## config.mk

```make
export PLATFORM = sky130hd
export DESIGN_NAME = mask_index_sequencer_flat
export DESIGN_NICKNAME = d
export VERILOG_FILES = /design/src/rtl/mask_index_sequencer_if.sv /design/src/rtl/mask_index_sequencer.sv /design/src/flat_wrapper.sv
export SDC_FILE = /design/constraint.sdc
export NUM_CORES = 1
export LEC_CHECK = 0
export ABC_AREA = 1
export BUFFER_PORTS_ARGS = -buffer_cell sky130_fd_sc_hd__buf_2
export CAP_MARGIN = 20
export CORE_MARGIN = 5
export CORE_UTILIZATION = 30
export CTS_CLUSTER_SIZE = 10
export DETAILED_ROUTE_END_ITERATION = 16
export PLACE_DENSITY = 0.51
export REMOVE_ABC_BUFFERS = 1
export SYNTH_ARGS = -nofsm -noshare
export SYNTH_HDL_FRONTEND = slang
export SYNTH_SLANG_ARGS = --single-unit
```

## constraint.sdc

```tcl
create_clock -name clk_i -period 4.3 [get_ports clk_i]
set_clock_uncertainty 0.15 [all_clocks]
set_input_delay 0.43 -clock clk_i [delete_from_list [all_inputs] [get_ports clk_i]]
set_output_delay 0.43 -clock clk_i [all_outputs]
set_load 0.005 [all_outputs]
```

## src/rtl/mask_index_sequencer_if.sv

```systemverilog
// -----------------------------------------------------------------------------
// mask_index_sequencer_if
//   Handshake bundle between a mask producer/index consumer and the
//   mask_index_sequencer.
//
//   Signals (named from the sequencer's point of view):
//     start_i      capture mask_i and begin a run (honoured only when idle)
//     mask_i       DATA_WIDTH-bit element mask to enumerate
//     busy_o       run in progress (emitting or signalling completion)
//     idx_valid_o  idx_o carries a valid element index
//     idx_ready_i  consumer accepts idx_o this cycle
//     idx_o        index of the lowest remaining set bit
//     idx_last_o   current index is the final one (qualified by idx_valid_o)
//     done_o       one-cycle completion pulse
//     total_o      indices handed off since the last accepted start
//     flush_i      abort the current run (only with MASK_SEQ_FLUSH_EN)
//
//   Modports: slave = sequencer, master = producer/consumer side.
//   Optional feature macro: MASK_SEQ_FLUSH_EN (adds flush_i).
// -----------------------------------------------------------------------------
interface mask_index_sequencer_if #(
  parameter int DATA_WIDTH = 32,
  parameter int IDX_B      = $clog2(DATA_WIDTH)
) ();

  logic                  start_i;
  logic [DATA_WIDTH-1:0] mask_i;
  logic                  busy_o;
  logic                  idx_valid_o;
  logic                  idx_ready_i;
  logic [IDX_B-1:0]      idx_o;
  logic                  idx_last_o;
  logic                  done_o;
  logic [IDX_B:0]        total_o;
`ifdef MASK_SEQ_FLUSH_EN
  logic                  flush_i;
`endif

`ifdef MASK_SEQ_FLUSH_EN
  modport slave (
    input  start_i, mask_i, idx_ready_i, flush_i,
    output busy_o, idx_valid_o, idx_o, idx_last_o, done_o, total_o
  );

  modport master (
    output start_i, mask_i, idx_ready_i, flush_i,
    input  busy_o, idx_valid_o, idx_o, idx_last_o, done_o, total_o
  );
`else
  modport slave (
    input  start_i, mask_i, idx_ready_i,
    output busy_o, idx_valid_o, idx_o, idx_last_o, done_o, total_o
  );

  modport master (
    output start_i, mask_i, idx_ready_i,
    input  busy_o, idx_valid_o, idx_o, idx_last_o, done_o, total_o
  );
`endif

endinterface

```

## src/rtl/mask_index_sequencer.sv

```systemverilog
// -----------------------------------------------------------------------------
// mask_index_sequencer
//   Captures a DATA_WIDTH-bit element mask and hands out the index of every
//   set bit, lowest first, one per valid/ready handshake. A running total of
//   handed-off indices lets the consumer cross-check against a popcount.
//
//   Ports:
//     clk_i  clock, rising edge
//     rst_i  asynchronous reset, active-high
//     bus    mask_index_sequencer_if.slave (start/mask in, index stream out,
//            busy/done/total status)
//
//   States: IDLE -> EMIT (non-empty mask) or DONE (empty mask);
//           EMIT -> DONE after the last handshake; DONE -> IDLE.
//
//   Optional feature macro: MASK_SEQ_FLUSH_EN
//     When defined, bus.flush_i aborts a run in EMIT or DONE: the block returns
//     to IDLE with remaining cleared and no done pulse; a transfer in the same
//     cycle is still counted.
// -----------------------------------------------------------------------------
module mask_index_sequencer #(
  parameter int DATA_WIDTH = 32,
  parameter int IDX_B      = $clog2(DATA_WIDTH)
) (
  input  logic                      clk_i,
  input  logic                      rst_i,
  mask_index_sequencer_if.slave     bus
);

  // One extra bit so an all-ones mask counts to DATA_WIDTH without wrapping.
  localparam int CNT_W = IDX_B + 1;

  typedef enum logic [1:0] {
    S_IDLE = 2'd0,
    S_EMIT = 2'd1,
    S_DONE = 2'd2
  } state_e;

  state_e                state_q, state_d;
  logic [DATA_WIDTH-1:0] remaining_q, remaining_d;
  logic [CNT_W-1:0]      total_q, total_d;
  logic                  busy_q, busy_d;
  logic                  valid_q, valid_d;
  logic                  done_q, done_d;

  logic [IDX_B-1:0]      low_idx;
  logic                  single_bit;
  logic                  xfer;
  logic                  flush;

`ifdef MASK_SEQ_FLUSH_EN
  assign flush = bus.flush_i;
`else
  assign flush = 1'b0;
`endif

  // Priority encoder: scanning from the top down lets the lowest set bit win.
  always_comb begin
    low_idx = '0;
    for (int i = DATA_WIDTH - 1; i >= 0; i--) begin
      if (remaining_q[i]) begin
        low_idx = IDX_B'(i);
      end
    end
  end

  // x & (x-1) clears the lowest set bit; zero result means at most one bit.
  assign single_bit = (remaining_q != '0) &&
                      ((remaining_q & (remaining_q - DATA_WIDTH'(1))) == '0);

  assign xfer = valid_q && bus.idx_ready_i;

  always_comb begin
    // NOTE: every variable gets a default before the case so no path leaves
    // it unassigned; otherwise synthesis would infer a latch.
    state_d     = state_q;
    remaining_d = remaining_q;
    total_d     = total_q;
    busy_d      = busy_q;
    valid_d     = valid_q;
    done_d      = 1'b0;

    unique case (state_q)
      S_IDLE: begin
        if (bus.start_i) begin
          remaining_d = bus.mask_i;
          total_d     = '0;
          busy_d      = 1'b1;
          if (bus.mask_i != '0) begin
            state_d = S_EMIT;
            valid_d = 1'b1;
          end else begin
            state_d = S_DONE;
            done_d  = 1'b1;
          end
        end
      end

      S_EMIT: begin
        if (xfer) begin
          remaining_d = remaining_q & (remaining_q - DATA_WIDTH'(1));
          total_d     = total_q + CNT_W'(1);
          if (single_bit) begin
            state_d = S_DONE;
            valid_d = 1'b0;
            done_d  = 1'b1;
          end
        end
      end

      S_DONE: begin
        state_d = S_IDLE;
        busy_d  = 1'b0;
        valid_d = 1'b0;
      end

      default: begin
        state_d     = S_IDLE;
        remaining_d = '0;
        busy_d      = 1'b0;
        valid_d     = 1'b0;
      end
    endcase

    // Abort overrides completion, but the count from a coinciding transfer
    // computed above is kept.
    if (flush && (state_q != S_IDLE)) begin
      state_d     = S_IDLE;
      remaining_d = '0;
      busy_d      = 1'b0;
      valid_d     = 1'b0;
      done_d      = 1'b0;
    end
  end

  // NOTE: state registers use non-blocking assignments so every flop samples
  // the pre-edge value of every other flop, independent of statement order.
  always_ff @(posedge clk_i or posedge rst_i) begin
    if (rst_i) begin
      state_q     <= S_IDLE;
      remaining_q <= '0;
      total_q     <= '0;
      busy_q      <= 1'b0;
      valid_q     <= 1'b0;
      done_q      <= 1'b0;
    end else begin
      state_q     <= state_d;
      remaining_q <= remaining_d;
      total_q     <= total_d;
      busy_q      <= busy_d;
      valid_q     <= valid_d;
      done_q      <= done_d;
    end
  end

  assign bus.busy_o      = busy_q;
  assign bus.idx_valid_o = valid_q;
  assign bus.idx_o       = low_idx;
  assign bus.idx_last_o  = valid_q && single_bit;
  assign bus.done_o      = done_q;
  assign bus.total_o     = total_q;

endmodule

```

## src/flat_wrapper.sv

```systemverilog
// flat-port wrapper written by rule: the top's interface ports become plain ports
module mask_index_sequencer_flat 
#(
  parameter int DATA_WIDTH = 32,
  parameter int IDX_B      = $clog2(DATA_WIDTH)
)
  (clk_i, rst_i, bus_start_i, bus_mask_i, bus_idx_ready_i, bus_busy_o, bus_idx_valid_o, bus_idx_o, bus_idx_last_o, bus_done_o, bus_total_o);
  mask_index_sequencer_if #(.DATA_WIDTH(DATA_WIDTH), .IDX_B(IDX_B)) bus_i ();
  input  logic clk_i;
  input  logic rst_i;
  input wire logic [$bits(bus_i.start_i)-1:0] bus_start_i;
  input wire logic [$bits(bus_i.mask_i)-1:0] bus_mask_i;
  input wire logic [$bits(bus_i.idx_ready_i)-1:0] bus_idx_ready_i;
  output wire logic [$bits(bus_i.busy_o)-1:0] bus_busy_o;
  output wire logic [$bits(bus_i.idx_valid_o)-1:0] bus_idx_valid_o;
  output wire logic [$bits(bus_i.idx_o)-1:0] bus_idx_o;
  output wire logic [$bits(bus_i.idx_last_o)-1:0] bus_idx_last_o;
  output wire logic [$bits(bus_i.done_o)-1:0] bus_done_o;
  output wire logic [$bits(bus_i.total_o)-1:0] bus_total_o;
  assign bus_i.start_i = bus_start_i;
  assign bus_i.mask_i = bus_mask_i;
  assign bus_i.idx_ready_i = bus_idx_ready_i;
  assign bus_busy_o = bus_i.busy_o;
  assign bus_idx_valid_o = bus_i.idx_valid_o;
  assign bus_idx_o = bus_i.idx_o;
  assign bus_idx_last_o = bus_i.idx_last_o;
  assign bus_done_o = bus_i.done_o;
  assign bus_total_o = bus_i.total_o;
  mask_index_sequencer #(.DATA_WIDTH(DATA_WIDTH), .IDX_B(IDX_B)) u_core (.clk_i(clk_i), .rst_i(rst_i), .bus(bus_i));
endmodule
```

==> flow_summary.toml <==
[synth]
yosysTopAreaCell = "dfrtp_1"
synth_compound_area_frac = 0.215
ys_warn_count = 0
synth-seq-cells = 43
synth_enable_flop_cells = 0
synthArstFlopShare = 1.00
synthXorXnorAreaFrac = 0.00610
synth_area_leaders = "dfrtp_1 37%, nand2_1 12%, a21oi_1 8.5%"
synth_top_family_by_area = "simple AND/OR/NAND/NOR gates"
synth_mux_area_frac = 0
syn-cell-area_um2 = 2870
syn_area_per_cell_um2 = 7.05
synth-adder-area-share = 0.00436
synthCells = 407
synth_top_area_frac = 0.375
yosysSeqAreaShare = 0.375
synth_most_common_cell = "nand2_1"
yosys.area_share.simple = 0.304
ys_types = 37
ys.flop_type = "dfrtp_1"
synth_common_cells = "90 x nand2_1, 57 x inv_1, 49 x a21oi_1, 48 x nor2_1, 43 x dfrtp_1"

[timing]
final_hold_viol_count = 0
final-max-slew-violation-count = 0
rsz0062_at_grt = "no"
fin_tns_setup_ns = 0
hold_slack_ns = 0.0970
slew_headroom = 0.590
worst_pin_slew_ns = 0.610
fin_crit_sh = 0.814
timing.final.ws_setup_ns = 0.802
setup-violations-final = 0
fin_crit_ns = 3.50
max_freq_mhz = 286

[setup_path]
startpoint_type = "flip-flop"
worstPathArrival_ns = 2.92
cp-end-kind = "output port"
r2r_setup_slack_ns = 1.32
critical_path_class = "reg -> out"
cp_max_fo = 5
crit_required_ns = 3.72

[power_and_ir_drop]
fin_total_pwr_mw = 0.741
powerDensity_nw_per_um2 = 219
clkPwrFrac = 0.401
p_int_mw = 0.566
power_frac_seq = 0.548
leakagePower_nw = 1.68
swShare = 0.235
comb_power_share = 0.050
p_switching_mw = 0.174
ir_drop_uv = 121

[place]
io_buffer_count = 50
dp_cells = 579
placed_cell_area_um2 = 3280
hpwl_um = 6540
gp_congestion = 0.869
dpl_worst_slack_ns = 1.16

[route]
dr.pass1.iters = 5
drcViolationCount = 0
via_per_inst = 4.92
drtAntennaViolNets = 0
num_vias = 2886
first_iter_violations = 136
drt-wirelength-per-cell_um = 14.4
wl_um = 8470

[clock_network]
clock_latency_ns = 0.30
cts_sinks = 43
h-tree-depth = 2
cts_resized = 0
clk_pin_slew_worst_paths_ns = 0.09
numCtsBuffers = 5
cts_tree = "yes"
cts-root-buf = "clkbuf_8"
clock_path_buffers = 2
hold_buffers = 0
post_cts.repair.setup_buffers = 0

[die]
die_w_um = 108
die_h_um = 108
ios = 51
fp-row-count = 35
dieArea_um2 = 11600
coreArea_um2 = 9280
initial_core_util = 0.309

[layout]
fin_area_um2 = 3380
fin_cells = 587
antenna_cells = 0
final_layout_size_suffix_gt1_frac = 0.188
final.fill_count = 1084
syn_to_final_growth_pct = 17.9
fin_nets = 494
finish.utilization = 0.364

[global_route]
grt_start_max_net_pins = 44
grt_pass1_vias = 2926
grt.total_usage = 0.151
grt_first_pass_wirelength_um = 13900
grt_antenna_before_repair = 0
grt_overflow = 0

[outcome]
status = "complete, no violations"

[run]
drv_cap = 0

[min_path]
min_path_type = "in -> async"
[flip-flops by register name, summed over array words and instances (netlist names)]
register,flops
u_core.bus.busy_o,1
u_core.bus.done_o,1
u_core.bus.idx_valid_o,1
u_core.bus.total_o,6
u_core.remaining_q,32
u_core.state_q,2
[cells in the final DEF, fill, tap and decap left out, drive strengths merged, types with 7 or more instances in the layout]
master  netlist  routed
dfrtp        43      43
nor4         11      11
nand3        14      14
buf           0      55
a21oi        49      49
nand2        94      94
inv          60      59
clkbuf       12       7
a22oi        26      26
nor2         55      55
o21ai        10      10
[cell type report]
cell class / instances / area, µm² / share of cell area
inverters: 61 / 229 / 0.0677
repair buffers: 55 / 288 / 0.0851
well taps: 129 / 161 / 0.0477
clock buffers: 7 / 96.3 / 0.0285
flip-flops and latches: 43 / 1080 / 0.318
clock inverters: 1 / 7.51 / 0.00222
multi-input cells: 291 / 1530 / 0.451
[kinds of logic after synthesis]
group,Yosys count
AO/OA/AOI/OAI,101
flip-flops,43
AND/OR/NAND/NOR,187
buffers and inverters,73
XOR/XNOR,2
adder cells (fa/ha/maj),1
[power groups by stage]
stage / sequential (mW) / combinational, mW / clock [mW]
global route: 0.406 / 0.0419 / 0.328
finish: 0.406 / 0.0373 / 0.297
global placement: 0.414 / 0.0385 / 0
CTS: 0.406 / 0.0385 / 0.309
detailed placement: 0.414 / 0.0384 / 0
floorplan: 0.414 / 0.00984 / 0
[path summary, 6_finish.rpt]
check	cells after the start	endpoint	startpoint
worst max register to register	15	u_core.bus.idx_valid_o	u_core.remaining_q[2]
min in group clk_i	2	u_core.remaining_q[0]	bus_mask_i[0]
worst min-delay path	3	u_core.remaining_q[9]	rst_i
max in group asynchronous	3	u_core.remaining_q[24]	rst_i
worst min register to register	2	u_core.bus.busy_o	u_core.bus.busy_o
worst max-delay path	13	bus_idx_last_o	u_core.remaining_q[2]
[critical path, cell delays in order, from the launching register on]
cell	delay, ns
dfrtp_1	0.43
nor2_2	0.14
nand2_2	0.12
nor2_1	0.25
nand2_1	0.19
nor2_1	0.18
inv_1	0.09
nor2_2	0.16
a21oi_1	0.10
or2_2	0.31
nor4_4	0.28
nand3_2	0.14
nor2_1	0.10
buf_2	0.12
[per-layer routing]
layer  track usage  share of wire  vias up
li1              -              -     1453
met1         0.197           0.47     1366
met2         0.251           0.47       58
met3        0.0306          0.050        9
met4        0.0424          0.014        0
met5             0              0        -
(Power assumes the default switching activity.)
